===== src/rtl/hit_resolver.sv =====
// hit_resolver: per-frame hit counting, health/stun tracking and KO detection for two players.
// Define HITSTOP_EN to add a short gameplay freeze (HITSTOP state, freeze output) after each hit.
module hit_resolver #(
    parameter int unsigned HEALTH_INIT    = 100,
    parameter int unsigned DAMAGE         = 10,
    parameter int unsigned STUN_FRAMES    = 12,
    parameter int unsigned HITSTOP_FRAMES = 4
) (
    input  logic       i_clk,
    input  logic       i_rst_n,
    input  logic       i_frame_tick,
    input  logic       i_round_restart,
    input  logic [1:0] i_hitresult,
    input  logic [3:0] i_p1_state,
    input  logic [3:0] i_p2_state,
    output logic [6:0] o_p1_health,
    output logic [6:0] o_p2_health,
    output logic       o_p1_stunned,
    output logic       o_p2_stunned,
    output logic       o_p1_hit_pulse,
    output logic       o_p2_hit_pulse,
    output logic       o_freeze,
    output logic       o_game_over,
    output logic [1:0] o_winner
);

`ifdef HITSTOP_EN
    typedef enum logic [1:0] {StFight, StHitstop, StKo} state_e;
    localparam logic [3:0] LP_HITSTOP = 4'(HITSTOP_FRAMES);
`else
    typedef enum logic [1:0] {StFight, StKo} state_e;
    logic w_unused_hitstop;
    assign w_unused_hitstop = ^4'(HITSTOP_FRAMES);
`endif

    localparam logic [6:0] LP_HEALTH = 7'(HEALTH_INIT);
    localparam logic [6:0] LP_DAMAGE = 7'(DAMAGE);
    localparam logic [4:0] LP_STUN   = 5'(STUN_FRAMES);
    localparam logic [3:0] LP_ATTACK = 4'd3;

    state_e     r_state, w_state_nxt;
    logic [6:0] r_p1_health, r_p2_health, w_p1_health_nxt, w_p2_health_nxt;
    logic [4:0] r_p1_stun, r_p2_stun, w_p1_stun_nxt, w_p2_stun_nxt;
    logic       r_p1_armed, r_p2_armed, w_p1_armed_nxt, w_p2_armed_nxt;
    logic       r_p1_pulse, r_p2_pulse, w_p1_pulse_nxt, w_p2_pulse_nxt;
    logic       r_game_over, w_game_over_nxt;
    logic [1:0] r_winner, w_winner_nxt;
    logic [3:0] r_hs_cnt, w_hs_cnt_nxt;

    logic       w_p1_arm, w_p2_arm, w_hit_on_p1, w_hit_on_p2;
    logic [6:0] w_p1_new_health, w_p2_new_health;
    logic       w_p1_zero, w_p2_zero;

    function automatic logic [6:0] take_damage(input logic [6:0] health);
        return (health <= LP_DAMAGE) ? 7'd0 : health - LP_DAMAGE;
    endfunction

    function automatic logic [4:0] stun_dec(input logic [4:0] cnt);
        return (cnt == 5'd0) ? 5'd0 : cnt - 5'd1;
    endfunction

    // Arming is folded in first so an attack-start frame with contact already counts.
    assign w_p1_arm        = r_p1_armed | (i_p1_state == LP_ATTACK);
    assign w_p2_arm        = r_p2_armed | (i_p2_state == LP_ATTACK);
    assign w_hit_on_p2     = i_hitresult[1] & w_p1_arm;
    assign w_hit_on_p1     = i_hitresult[0] & w_p2_arm;
    assign w_p1_new_health = w_hit_on_p1 ? take_damage(r_p1_health) : r_p1_health;
    assign w_p2_new_health = w_hit_on_p2 ? take_damage(r_p2_health) : r_p2_health;
    assign w_p1_zero       = (w_p1_new_health == 7'd0);
    assign w_p2_zero       = (w_p2_new_health == 7'd0);

    always_comb begin
        w_state_nxt     = r_state;
        w_p1_health_nxt = r_p1_health;
        w_p2_health_nxt = r_p2_health;
        w_p1_stun_nxt   = r_p1_stun;
        w_p2_stun_nxt   = r_p2_stun;
        w_p1_armed_nxt  = r_p1_armed;
        w_p2_armed_nxt  = r_p2_armed;
        w_p1_pulse_nxt  = 1'b0;
        w_p2_pulse_nxt  = 1'b0;
        w_game_over_nxt = r_game_over;
        w_winner_nxt    = r_winner;
        w_hs_cnt_nxt    = r_hs_cnt;

        if (i_round_restart) begin
            w_state_nxt     = StFight;
            w_p1_health_nxt = LP_HEALTH;
            w_p2_health_nxt = LP_HEALTH;
            w_p1_stun_nxt   = 5'd0;
            w_p2_stun_nxt   = 5'd0;
            w_p1_armed_nxt  = 1'b0;
            w_p2_armed_nxt  = 1'b0;
            w_game_over_nxt = 1'b0;
            w_winner_nxt    = 2'b00;
            w_hs_cnt_nxt    = 4'd0;
        end else if (i_frame_tick) begin
            case (r_state)
                StFight: begin
                    w_p1_armed_nxt  = w_p1_arm & ~w_hit_on_p2;
                    w_p2_armed_nxt  = w_p2_arm & ~w_hit_on_p1;
                    w_p1_health_nxt = w_p1_new_health;
                    w_p2_health_nxt = w_p2_new_health;
                    w_p1_stun_nxt   = w_hit_on_p1 ? LP_STUN : stun_dec(r_p1_stun);
                    w_p2_stun_nxt   = w_hit_on_p2 ? LP_STUN : stun_dec(r_p2_stun);
                    w_p1_pulse_nxt  = w_hit_on_p1;
                    w_p2_pulse_nxt  = w_hit_on_p2;
                    if (w_p1_zero || w_p2_zero) begin
                        w_state_nxt     = StKo;
                        w_winner_nxt    = {w_p1_zero, w_p2_zero};
                        w_game_over_nxt = 1'b1;
                        w_p1_stun_nxt   = 5'd0;
                        w_p2_stun_nxt   = 5'd0;
                    end
`ifdef HITSTOP_EN
                    else if (w_hit_on_p1 || w_hit_on_p2) begin
                        w_state_nxt  = StHitstop;
                        w_hs_cnt_nxt = LP_HITSTOP;
                    end
`endif
                end
`ifdef HITSTOP_EN
                StHitstop: begin
                    w_hs_cnt_nxt = (r_hs_cnt == 4'd0) ? 4'd0 : r_hs_cnt - 4'd1;
                    if (r_hs_cnt <= 4'd1) begin
                        w_state_nxt = StFight;
                    end
                end
`endif
                default: ;
            endcase
        end
    end

    always_ff @(posedge i_clk or negedge i_rst_n) begin
        if (!i_rst_n) begin
            r_state     <= StFight;
            r_p1_health <= LP_HEALTH;
            r_p2_health <= LP_HEALTH;
            r_p1_stun   <= 5'd0;
            r_p2_stun   <= 5'd0;
            r_p1_armed  <= 1'b0;
            r_p2_armed  <= 1'b0;
            r_p1_pulse  <= 1'b0;
            r_p2_pulse  <= 1'b0;
            r_game_over <= 1'b0;
            r_winner    <= 2'b00;
            r_hs_cnt    <= 4'd0;
        end else begin
            r_state     <= w_state_nxt;
            r_p1_health <= w_p1_health_nxt;
            r_p2_health <= w_p2_health_nxt;
            r_p1_stun   <= w_p1_stun_nxt;
            r_p2_stun   <= w_p2_stun_nxt;
            r_p1_armed  <= w_p1_armed_nxt;
            r_p2_armed  <= w_p2_armed_nxt;
            r_p1_pulse  <= w_p1_pulse_nxt;
            r_p2_pulse  <= w_p2_pulse_nxt;
            r_game_over <= w_game_over_nxt;
            r_winner    <= w_winner_nxt;
            r_hs_cnt    <= w_hs_cnt_nxt;
        end
    end

    assign o_p1_health    = r_p1_health;
    assign o_p2_health    = r_p2_health;
    assign o_p1_stunned   = |r_p1_stun;
    assign o_p2_stunned   = |r_p2_stun;
    assign o_p1_hit_pulse = r_p1_pulse;
    assign o_p2_hit_pulse = r_p2_pulse;
    assign o_game_over    = r_game_over;
    assign o_winner       = r_winner;
`ifdef HITSTOP_EN
    assign o_freeze       = (r_state == StHitstop);
`else
    assign o_freeze       = 1'b0;
`endif

endmodule

===== config.mk =====
export PLATFORM = sky130hd
export DESIGN_NAME = hit_resolver
export DESIGN_NICKNAME = d
export VERILOG_FILES = /design/src/rtl/hit_resolver.sv
export SDC_FILE = /design/constraint.sdc
export NUM_CORES = 1
export LEC_CHECK = 0
export BUFFER_PORTS_ARGS = -buffer_cell sky130_fd_sc_hd__buf_2
export CORE_ASPECT_RATIO = 1.2
export CORE_MARGIN = 4
export CORE_UTILIZATION = 40
export CTS_CLUSTER_DIAMETER = 150
export DETAILED_ROUTE_END_ITERATION = 8
export HOLD_SLACK_MARGIN = 0.15
export REMOVE_ABC_BUFFERS = 1
export SLEW_MARGIN = 25
export SYNTH_ARGS = -nofsm -noshare
export SYNTH_HDL_FRONTEND = slang
export SYNTH_SLANG_ARGS = --single-unit

===== constraint.sdc =====
create_clock -name i_clk -period 3.25 [get_ports i_clk]
set_clock_uncertainty 0.05 [all_clocks]
set_input_delay 0.1625 -clock i_clk [delete_from_list [all_inputs] [get_ports i_clk]]
set_output_delay 0.1625 -clock i_clk [all_outputs]
set_load 0.005 [all_outputs]

==> results of run 1 <==
[cell families (layout without fill, tap and decap cells)]
group	count (synthesis)	count (layout)	share of synthesized area [%]
AOI/OAI and AO/OA	64	64	23.8
buffers and inverters	31	66	6.67
DFF	31	31	40.5
muxes	3	3	1.62
other	1	1	0.194
and+or+nand+nor	84	84	23.7
adders and majority gates	4	4	2.59
xor gates and xnor gates	2	2	0.906
[critical path, delay by kind of cell, from the launching register on]
family / cells / cell delay (ns)
AO/OA/AOI/OAI: 3 / 0.67
adder cells (fa/ha/maj): 1 / 0.20
AND/OR/NAND/NOR: 3 / 0.93
flip-flops: 1 / 0.56
buffers and inverters: 1 / 0.06
[synthesized netlist by cell type, types with 3 or more instances]
cell,n
o21ai_0,13
nor2b_1,8
or4_1,3
nand2b_1,5
clkbuf_1,9
nor2_1,16
nor3_1,17
dfstp_2,6
dfrtp_1,25
nand2_1,10
o21a_1,3
a21oi_1,13
ha_1,4
a211oi_1,5
inv_1,18
o31ai_1,3
o32ai_1,6
nand3_1,11
o211ai_1,4
[power groups by stage]
stage	Clock, mW	Sequential [mW]	Combinational (mW)
6_report	0.296	0.474	0.417
4_1_cts	0.305	0.472	0.420
2_1_floorplan	0	0.471	0.298
3_3_place_gp	0	0.480	0.413
5_1_grt	0.320	0.479	0.479
3_5_place_dp	0	0.479	0.415
[layer usage]
layer | share of wire (%) | track usage [%] | wire (um)
met4 | 1.2 | 4.62 | 54
met2 | 50 | 27.8 | 2320
met1 | 43 | 20.2 | 2010
met3 | 6.6 | 3.71 | 308
met5 | 0 | 0 | 0
[per-stage QoR]
step                      total power, mW  utilization [%]  hold slack, ns  setup WS [ns]  cell area, um^2
after floorplan                     0.769                -          -0.183          0.847             1870
after global placement              0.892             46.2           0.213          0.761             2140
after detailed placement            0.894             46.2           0.216          0.704             2140
after CTS                            1.20             48.6           0.205          0.685             2250
after global routing                 1.28             48.6           0.218          0.458             2250
final                                1.19             48.6           0.211          0.688             2250
[layout make-up]
class / count / area [um^2] / area share (%)
Multi-Input combinational cell: 158 / 1020 / 45.4
Tap cell: 58 / 72.6 / 3.23
Clock buffer: 7 / 76.3 / 3.39
Timing Repair Buffer: 40 / 223 / 9.91
Sequential cell: 31 / 783 / 34.8
Inverter: 18 / 67.6 / 3.01
Clock inverter: 1 / 5.00 / 0.223
[state kept, by name (all words and copies together) (netlist names)]
name and cells:
o_p1_health 7, o_p2_health 7, r_p1_stun 5, r_p2_stun 5
o_winner 2, o_p1_hit_pulse 1, o_p2_hit_pulse 1, r_p1_armed 1
r_p2_armed 1, r_state 1
[worst paths after layout]
path | startpoint | to | slack (ns) | depth (start not counted)
worst max-delay path | o_p1_health[2] | r_p1_stun[2] | 0.69 | 8
worst min-delay path | i_frame_tick | r_state[0] | 0.21 | 3
worst max register to register | o_p1_health[2] | r_p1_stun[2] | 0.69 | 8
worst min register to register | o_p2_health[6] | o_p2_health[6] | 0.48 | 2
max in group asynchronous | i_rst_n | o_p1_health[3] | 2.28 | 2
min in group asynchronous | i_rst_n | r_p2_stun[0] | 0.41 | 2
==> flow_metrics.py, run 1 <==
metrics = {
    "status": {
        "outcome": "complete, no violations",
    },
    "clocking": {
        "post_cts_buffers": 0,
        "cts.sink_count": 31,
        "clock_latency_ns": 0.28,
        "hold_buffers": 3,
        "cts_tree": "yes",
        "cts_resized": 0,
        "ctsRootBufferMaster": "clkbuf_8",
        "cts_buffer_depth": 2,
        "numCtsBuffers": 5,
        "clk_pin_slew_ns": 0.07,
        "ctsHtreeMaxLevel": 2,
    },
    "place": {
        "hpwl_um": 3190,
        "dpl.cell_count": 302,
        "gp_congestion": 0.778,
        "portBuffers": 34,
    },
    "synth": {
        "async_reset_ff_share_pct": 100,
        "synth.avg_cell_area_um2": 8.79,
        "ys_ff_latch": 31,
        "ys_seq_area_share_pct": 40.5,
        "ys_types": 53,
        "syn-cell-area_mm2": 0.00193,
        "synth_area_leaders": "dfrtp_1, dfstp_2, nor3_1",
        "synth_top_area_cell": "dfrtp_1",
        "synth_top_flop_cell": "dfrtp_1",
        "synth_top_area_share_pct": 32.4,
        "yosys_warnings": 0,
        "synth_edf_count": 0,
        "syn_inst": 220,
    },
    "grt": {
        "grt_pass1_wl_um": 7850,
        "grt_max_degree": 32,
        "grt_pass1_vias": 1663,
        "grt_remaining_overflow": 0,
        "grtUsageTotal_pct": 16.2,
        "antenna_found_initial": 0,
    },
    "sta": {
        "finalSetupViolCount": 0,
        "max_freq_mhz": 390,
        "slew_headroom_pct": 53.0,
        "final.setup.tns_ns": 0,
        "worst_slew_pin_slew_ns": 0.705,
        "slew_violations": 0,
        "grt_setup_unrepaired": "false",
        "finalCritPeriodShare_pct": 78.8,
        "layout_min_cycle_time_ns": 2.56,
        "hold_viol_final": 0,
    },
    "die": {
        "initial_core_util_pct": 41.8,
        "core.rowCount": 27,
        "dieWidth_um": 71.5,
        "fp.dieArea_mm2": 0.00601,
        "ioPinCount": 36,
        "core_mm2": 0.00463,
        "die_h_um": 84.2,
    },
    "run": {
        "drv_cap": 0,
    },
    "critical_path": {
        "max_stage_delay_ns": 0.56,
        "slowest_stage": "dfstp_2",
        "startpoint_type": "register",
        "crit_type": "register to register",
        "cp_max_fo": 11,
        "crit_chain": "inv_1, ha_1, and2b_1, a2111oi_4, or4_1, and4_1, a21o_2, o31ai_1",
        "arrival_ns": 2.70,
        "end_kind": "register",
        "worstPathRequired_ns": 3.39,
    },
    "cells_and_area": {
        "layout.cells.non_filler": 313,
        "drive_above_1_share_pct": 23.9,
        "layout_common_cells": "buf_2, dfrtp_1, inv_1",
        "nFillCells": 471,
        "finalNetCount": 272,
        "area_growth_pct": 16.3,
        "diodes": 0,
        "layout_commonest_cell": "buf_2",
    },
    "drt": {
        "drt_iter0_markers": 145,
        "drtPass1Iterations": 5,
        "drcViolationCount": 0,
        "finalWirelength_um": 4690,
        "ant_nets": 0,
        "routed-via-count": 1752,
        "vias_per_cell": 5.60,
        "wl_per_cell_um": 15.0,
    },
    "power_and_ir_drop": {
        "p_per_area_mw_per_mm2": 528,
        "seqPwrFrac_pct": 40.0,
        "combPwrFrac_pct": 35.1,
        "netSwitchingPower_uw": 419,
        "p_clk_share_pct": 24.9,
        "p_int_uw": 767,
        "power.static_leakage_nw": 0.983,
        "peakVddDrop_mv": 0.312,
        "p_sw_share_pct": 35.3,
    },
    "min_path": {
        "hold_class": "primary input to register",
    },
}
Note: power is estimated with default switching activity, not from simulation.
==> inputs of run 2 (changes only) <==
==> constraint.sdc (replaced) <==
create_clock -name i_clk -period 2.4 [get_ports i_clk]
set_clock_uncertainty 0.05 [all_clocks]
set_input_delay 0.12 -clock i_clk [delete_from_list [all_inputs] [get_ports i_clk]]
set_output_delay 0.12 -clock i_clk [all_outputs]
set_load 0.005 [all_outputs]
==> run 2 against run 1 <==
Clock power increased by 81%. Sequential power increased by 35%. Total power increased by 50%. Global-route usage increased by 0.96 points. Critical endpoint is now o_winner[0]. Largest cell class unchanged. Largest power group unchanged.
==> flow_metrics.py, run 2 (synthesis results as in run 1) <==
metrics = {
    "status": {
        "outcome": "complete, no violations",
    },
    "die": {
        "fp.dieArea_mm2": 0.00601,
        "initial_core_util_pct": 41.8,
        "dieWidth_um": 71.5,
        "die_h_um": 84.2,
        "core.rowCount": 27,
        "ioPinCount": 36,
        "core_mm2": 0.00463,
    },
    "clocking": {
        "cts_buffer_depth": 2,
        "cts_tree": "yes",
        "clock_latency_ns": 0.28,
        "cts.sink_count": 31,
        "ctsRootBufferMaster": "clkbuf_8",
        "clk_pin_slew_ns": 0.07,
        "numCtsBuffers": 5,
        "ctsHtreeMaxLevel": 2,
    },
    "sta": {
        "finalCritPeriodShare_pct": 96.1,
        "worst_slew_pin_slew_ns": 0.701,
        "hold_viol_final": 0,
        "slew_violations": 0,
        "grt_setup_unrepaired": "false",
        "layout_min_cycle_time_ns": 2.31,
        "max_freq_mhz": 434,
        "hold_slack_ns": 0.163,
        "slew_headroom_pct": 53.3,
        "finalSetupViolCount": 0,
    },
    "place": {
        "portBuffers": 34,
        "hpwl_um": 3490,
        "gp_congestion": 0.824,
        "postPlaceCellArea_mm2": 0.00224,
        "dpl.cell_count": 316,
    },
    "min_path": {
        "hold_class": "primary input to register",
    },
    "critical_path": {
        "crit_chain": "inv_2, ha_2, and2b_2, a2111oi_4, a311oi_1, a21oi_1, and4_4, nand3_1, a31o_2",
        "arrival_ns": 2.43,
        "cp_max_fo": 4,
        "end_kind": "register",
        "slowest_stage": "dfrtp_1",
        "crit_type": "register to register",
        "max_stage_delay_ns": 0.41,
        "startpoint_type": "register",
        "worstPathRequired_ns": 2.52,
    },
    "drt": {
        "wl_per_cell_um": 15.3,
        "drtPass1Iterations": 4,
        "ant_nets": 0,
        "vias_per_cell": 5.51,
        "drt_iter0_markers": 81,
        "routed-via-count": 1817,
        "finalWirelength_um": 5050,
        "drcViolationCount": 0,
    },
    "grt": {
        "grt_pass1_vias": 1686,
        "grtUsageTotal_pct": 17.2,
        "antenna_found_initial": 0,
        "grt_max_degree": 32,
        "grt_pass1_wl_um": 8260,
        "grt_remaining_overflow": 0,
    },
    "cells_and_area": {
        "diodes": 0,
        "drive_above_1_share_pct": 34.2,
        "layout.cells.non_filler": 330,
        "design_area_mm2": 0.00248,
        "finalNetCount": 289,
        "nFillCells": 445,
        "layout_commonest_cell": "buf_2",
        "area_growth_pct": 28.5,
        "layout_common_cells": "buf_2, dfrtp_1, buf_4",
    },
    "power_and_ir_drop": {
        "p_per_area_mw_per_mm2": 714,
        "peakVddDrop_mv": 0.411,
        "power.static_leakage_nw": 1.10,
    },
    "run": {
        "drv_cap": 0,
    },
}
-- run 2: cell types whose count changed in the layout (fill, tap and decap cells not counted), moves of 2 or more --
cell	before	now
buf_4	3	19
clkbuf_1	2	0
ha_1	4	2
o31ai_1	3	0
ha_2	0	2
o31ai_2	0	2
-- run 2: critical path, delay by kind of cell (launching register included) --
kind	cells	cell delay, ns
adders and majority gates	1	0.16
AOI/OAI and AO/OA	4	0.90
and+or+nand+nor	3	0.59
DFF	1	0.41
buffers and inverters	1	0.07
-- run 2: metrics by stage --
stage | power [mW] | setup TNS [ns] | setup WS (ns) | util [%]
3_5_place_dp | 1.22 | -0.195 | -0.0662 | 48.4
2_1_floorplan | 1.04 | -0.0102 | -0.00340 | -
3_3_place_gp | 1.22 | 0 | 0.00541 | 48.4
6_report | 1.77 | 0 | 0.0938 | 53.7
4_1_cts | 1.78 | 0 | 0.00449 | 51.9
5_1_grt | 1.92 | 0 | 0.00279 | 53.7
-- run 2: area by class of cell --
| cell class | count | area (um^2) | area share, % |
|---|---|---|---|
| timing repair buffer | 56 | 343 | 13.8 |
| sequential | 31 | 783 | 31.5 |
| clock inverter | 2 | 35.0 | 1.41 |
| tap | 58 | 72.6 | 2.92 |
| inverter | 18 | 67.6 | 2.72 |
| clock buffer | 6 | 82.6 | 3.32 |
| multi-input combinational | 159 | 1100 | 44.3 |
-- run 2: path summary, 6_finish.rpt --
check | startpoint | to | slack, ns | cells after the start
max | o_p1_health[1] | o_winner[0] | 0.09 | 9
min | i_frame_tick | r_state[0] | 0.16 | 3
max reg2reg | o_p1_health[1] | o_winner[0] | 0.09 | 9
min reg2reg | o_p2_health[6] | o_p2_health[6] | 0.47 | 2
max in group asynchronous | i_rst_n | o_p2_hit_pulse | 1.48 | 2
min in group asynchronous | i_rst_n | r_p2_stun[0] | 0.37 | 2
-- run 2: what timing repair did --
action | 4_1_cts | 5_1_grt
pin swaps | 0 | 8
endpoints found under the setup margin | 4 | 12
gates cloned | 0 | 1
hold buffers | 3 | 0
gates resized for setup | 3 | 14
hold endpoints to repair | 27 | 0
setup buffers | 0 | 2
-- run 2: power breakdown --
part | total [mW] | internal [mW] | switching, mW
Combinational | 0.597 | 0.265 | 0.332
Sequential | 0.640 | 0.588 | 0.0515
Clock | 0.537 | 0.336 | 0.202
-- run 2: routing by layer --
layer | wire, um | share of wire, % | track usage (%)
met1 | 2230 | 44 | 22.7
met2 | 2590 | 51 | 28.3
met5 | 0 | 0 | 0
met4 | 35 | 0.69 | 5.13
met3 | 203 | 4.0 | 3.35
==> inputs of run 3 (changes only) <==
--- a/config.mk
+++ b/config.mk
@@ -5,7 +5,7 @@
 export SDC_FILE = /design/constraint.sdc
 export NUM_CORES = 1
 export LEC_CHECK = 0
-export BUFFER_PORTS_ARGS = -buffer_cell sky130_fd_sc_hd__buf_2
+export BUFFER_PORTS_ARGS = -buffer_cell sky130_fd_sc_hd__buf_4
 export CORE_ASPECT_RATIO = 1.2
 export CORE_MARGIN = 4
 export CORE_UTILIZATION = 40
==> run 3 against run 2 <==
Fmax is essentially flat. Sequential share of layout area shrank 0.50 points. Flip-flop and latch count is the same. Worst setup slack lost 0.0011 ns. Worst hold slack gained 0.011 ns. Utilization grew 0.87 points. Sequential power is essentially flat. Total power shrank 4.8%. Wire length grew 3.7%. Combinational power grew 7.7%. Clock-buffer cell count grew 1. Design area grew 1.6%. Largest cell class unchanged.
==> flow_metrics.py, run 3 (synthesis results as in run 1) <==
metrics = {
    "status": {
        "outcome": "complete, no violations",
    },
    "die": {
        "dieWidth_um": 71.5,
        "core_mm2": 0.00463,
        "die_h_um": 84.2,
        "ioPinCount": 36,
        "fp.dieArea_mm2": 0.00601,
        "core.rowCount": 27,
        "initial_core_util_pct": 41.8,
    },
    "sta": {
        "final.setup.tns_ns": 0,
        "finalSetupViolCount": 0,
        "slew_violations": 0,
        "hold_slack_ns": 0.175,
        "hold_viol_final": 0,
        "finalCritPeriodShare_pct": 96.1,
        "slew_headroom_pct": 59.4,
        "layout_min_cycle_time_ns": 2.31,
        "max_freq_mhz": 433,
        "worst_slew_pin_slew_ns": 0.603,
    },
    "drt": {
        "drcViolationCount": 0,
        "ant_nets": 0,
        "wl_per_cell_um": 15.8,
        "drtPass1Iterations": 4,
        "vias_per_cell": 5.61,
        "finalWirelength_um": 5240,
        "routed-via-count": 1856,
        "drt_iter0_markers": 84,
    },
    "clocking": {
        "clock_latency_ns": 0.28,
        "ctsRootBufferMaster": "clkbuf_8",
        "cts.sink_count": 31,
        "numCtsBuffers": 5,
        "cts_buffer_depth": 2,
        "ctsHtreeMaxLevel": 2,
        "cts_tree": "yes",
        "clk_pin_slew_ns": 0.07,
    },
    "min_path": {
        "hold_class": "primary input to register",
    },
    "place": {
        "portBuffers": 34,
        "dpl.cell_count": 317,
        "gp_congestion": 0.789,
        "hpwl_um": 3520,
        "postPlaceCellArea_mm2": 0.00233,
    },
    "grt": {
        "grt_pass1_vias": 1871,
        "grt_pass1_wl_um": 8870,
        "grtUsageTotal_pct": 18.0,
        "grt_remaining_overflow": 0,
        "grt_max_degree": 32,
        "antenna_found_initial": 0,
    },
    "cells_and_area": {
        "finalNetCount": 290,
        "diodes": 0,
        "area_growth_pct": 30.6,
        "drive_above_1_share_pct": 31.9,
        "layout.cells.non_filler": 331,
        "design_area_mm2": 0.00252,
        "layout_commonest_cell": "buf_4",
        "layout_common_cells": "buf_4, dfrtp_1, inv_1",
    },
    "critical_path": {
        "cp_max_fo": 6,
        "worstPathRequired_ns": 2.54,
        "crit_buf_inv": 1,
        "slowest_stage": "dfstp_2",
        "crit_type": "register to register",
        "end_kind": "register",
        "arrival_ns": 2.44,
        "max_stage_delay_ns": 0.53,
        "cp_top_family": "simple AND/OR/NAND/NOR gates",
        "startpoint_type": "register",
        "crit_chain": "inv_1, ha_1, and2b_2, a2111oi_4, or4_1, and4_4, a21o_4, o31ai_1",
    },
    "power_and_ir_drop": {
        "peakVddDrop_mv": 0.582,
        "total_power_mw": 1.69,
        "power.static_leakage_nw": 1.11,
        "p_per_area_mw_per_mm2": 669,
    },
    "run": {
        "drv_cap": 0,
    },
}
==> run 3: cell types whose count changed in the layout (fill, tap and decap cells not counted), sizes merged <==
cell	change
bufinv	-1
clkbuf	+1
dlygate4sd3	+1
==> run 3: per-layer routing <==
metal	wire (um)	global-route usage, %	share of wire (%)	vias up
met5	0	0	0	-
met4	51	4.27	0.97	0
met3	189	3.35	3.6	6
met2	2760	31.8	53	33
met1	2240	22.4	43	906
li1	-	-	-	911
==> run 3: what timing repair did <==
action	in CTS	in global routing
resized for setup	3	9
pin swaps	0	6
endpoints found under the hold margin	34	0
setup buffers	0	1
hold buffers	4	0
cloned	0	1
endpoints found under the setup margin	4	12
==> run 3: cell type report <==
type / instances / area (um^2)
Clock buffer: 7 / 76.3
Clock inverter: 1 / 5.00
Fill cell: 450 / 2100
Inverter: 18 / 67.6
Multi-Input combinational cell: 159 / 1080
Sequential cell: 31 / 783
Tap cell: 58 / 72.6
Timing Repair Buffer: 57 / 438
==> run 3: metrics by stage <==
step           util, %  setup slack (ns)
5_1_grt           54.5           -0.0361
3_3_place_gp      50.4           0.00317
2_1_floorplan        -          -0.00340
6_report          54.5            0.0927
3_5_place_dp      50.4           -0.0474
4_1_cts           53.3            0.0221
==> run 3: power breakdown <==
part	total, mW	switching, mW	internal (mW)
registers	0.642	0.0533	0.588
logic	0.643	0.348	0.295
clock network	0.405	0.201	0.204
==> run 3: worst paths after layout <==
path	slack, ns	cells past startpoint	from	end
hold reg to reg	0.48	2	o_p2_health[6]	o_p2_health[6]
setup / recovery	0.09	8	o_p1_health[2]	r_p2_stun[4]
setup reg to reg	0.09	8	o_p1_health[2]	r_p2_stun[4]
hold / removal	0.17	2	i_round_restart	o_p1_health[4]
min in group asynchronous	0.26	2	i_rst_n	r_p2_armed
max in group asynchronous	1.70	2	i_rst_n	o_p1_health[5]
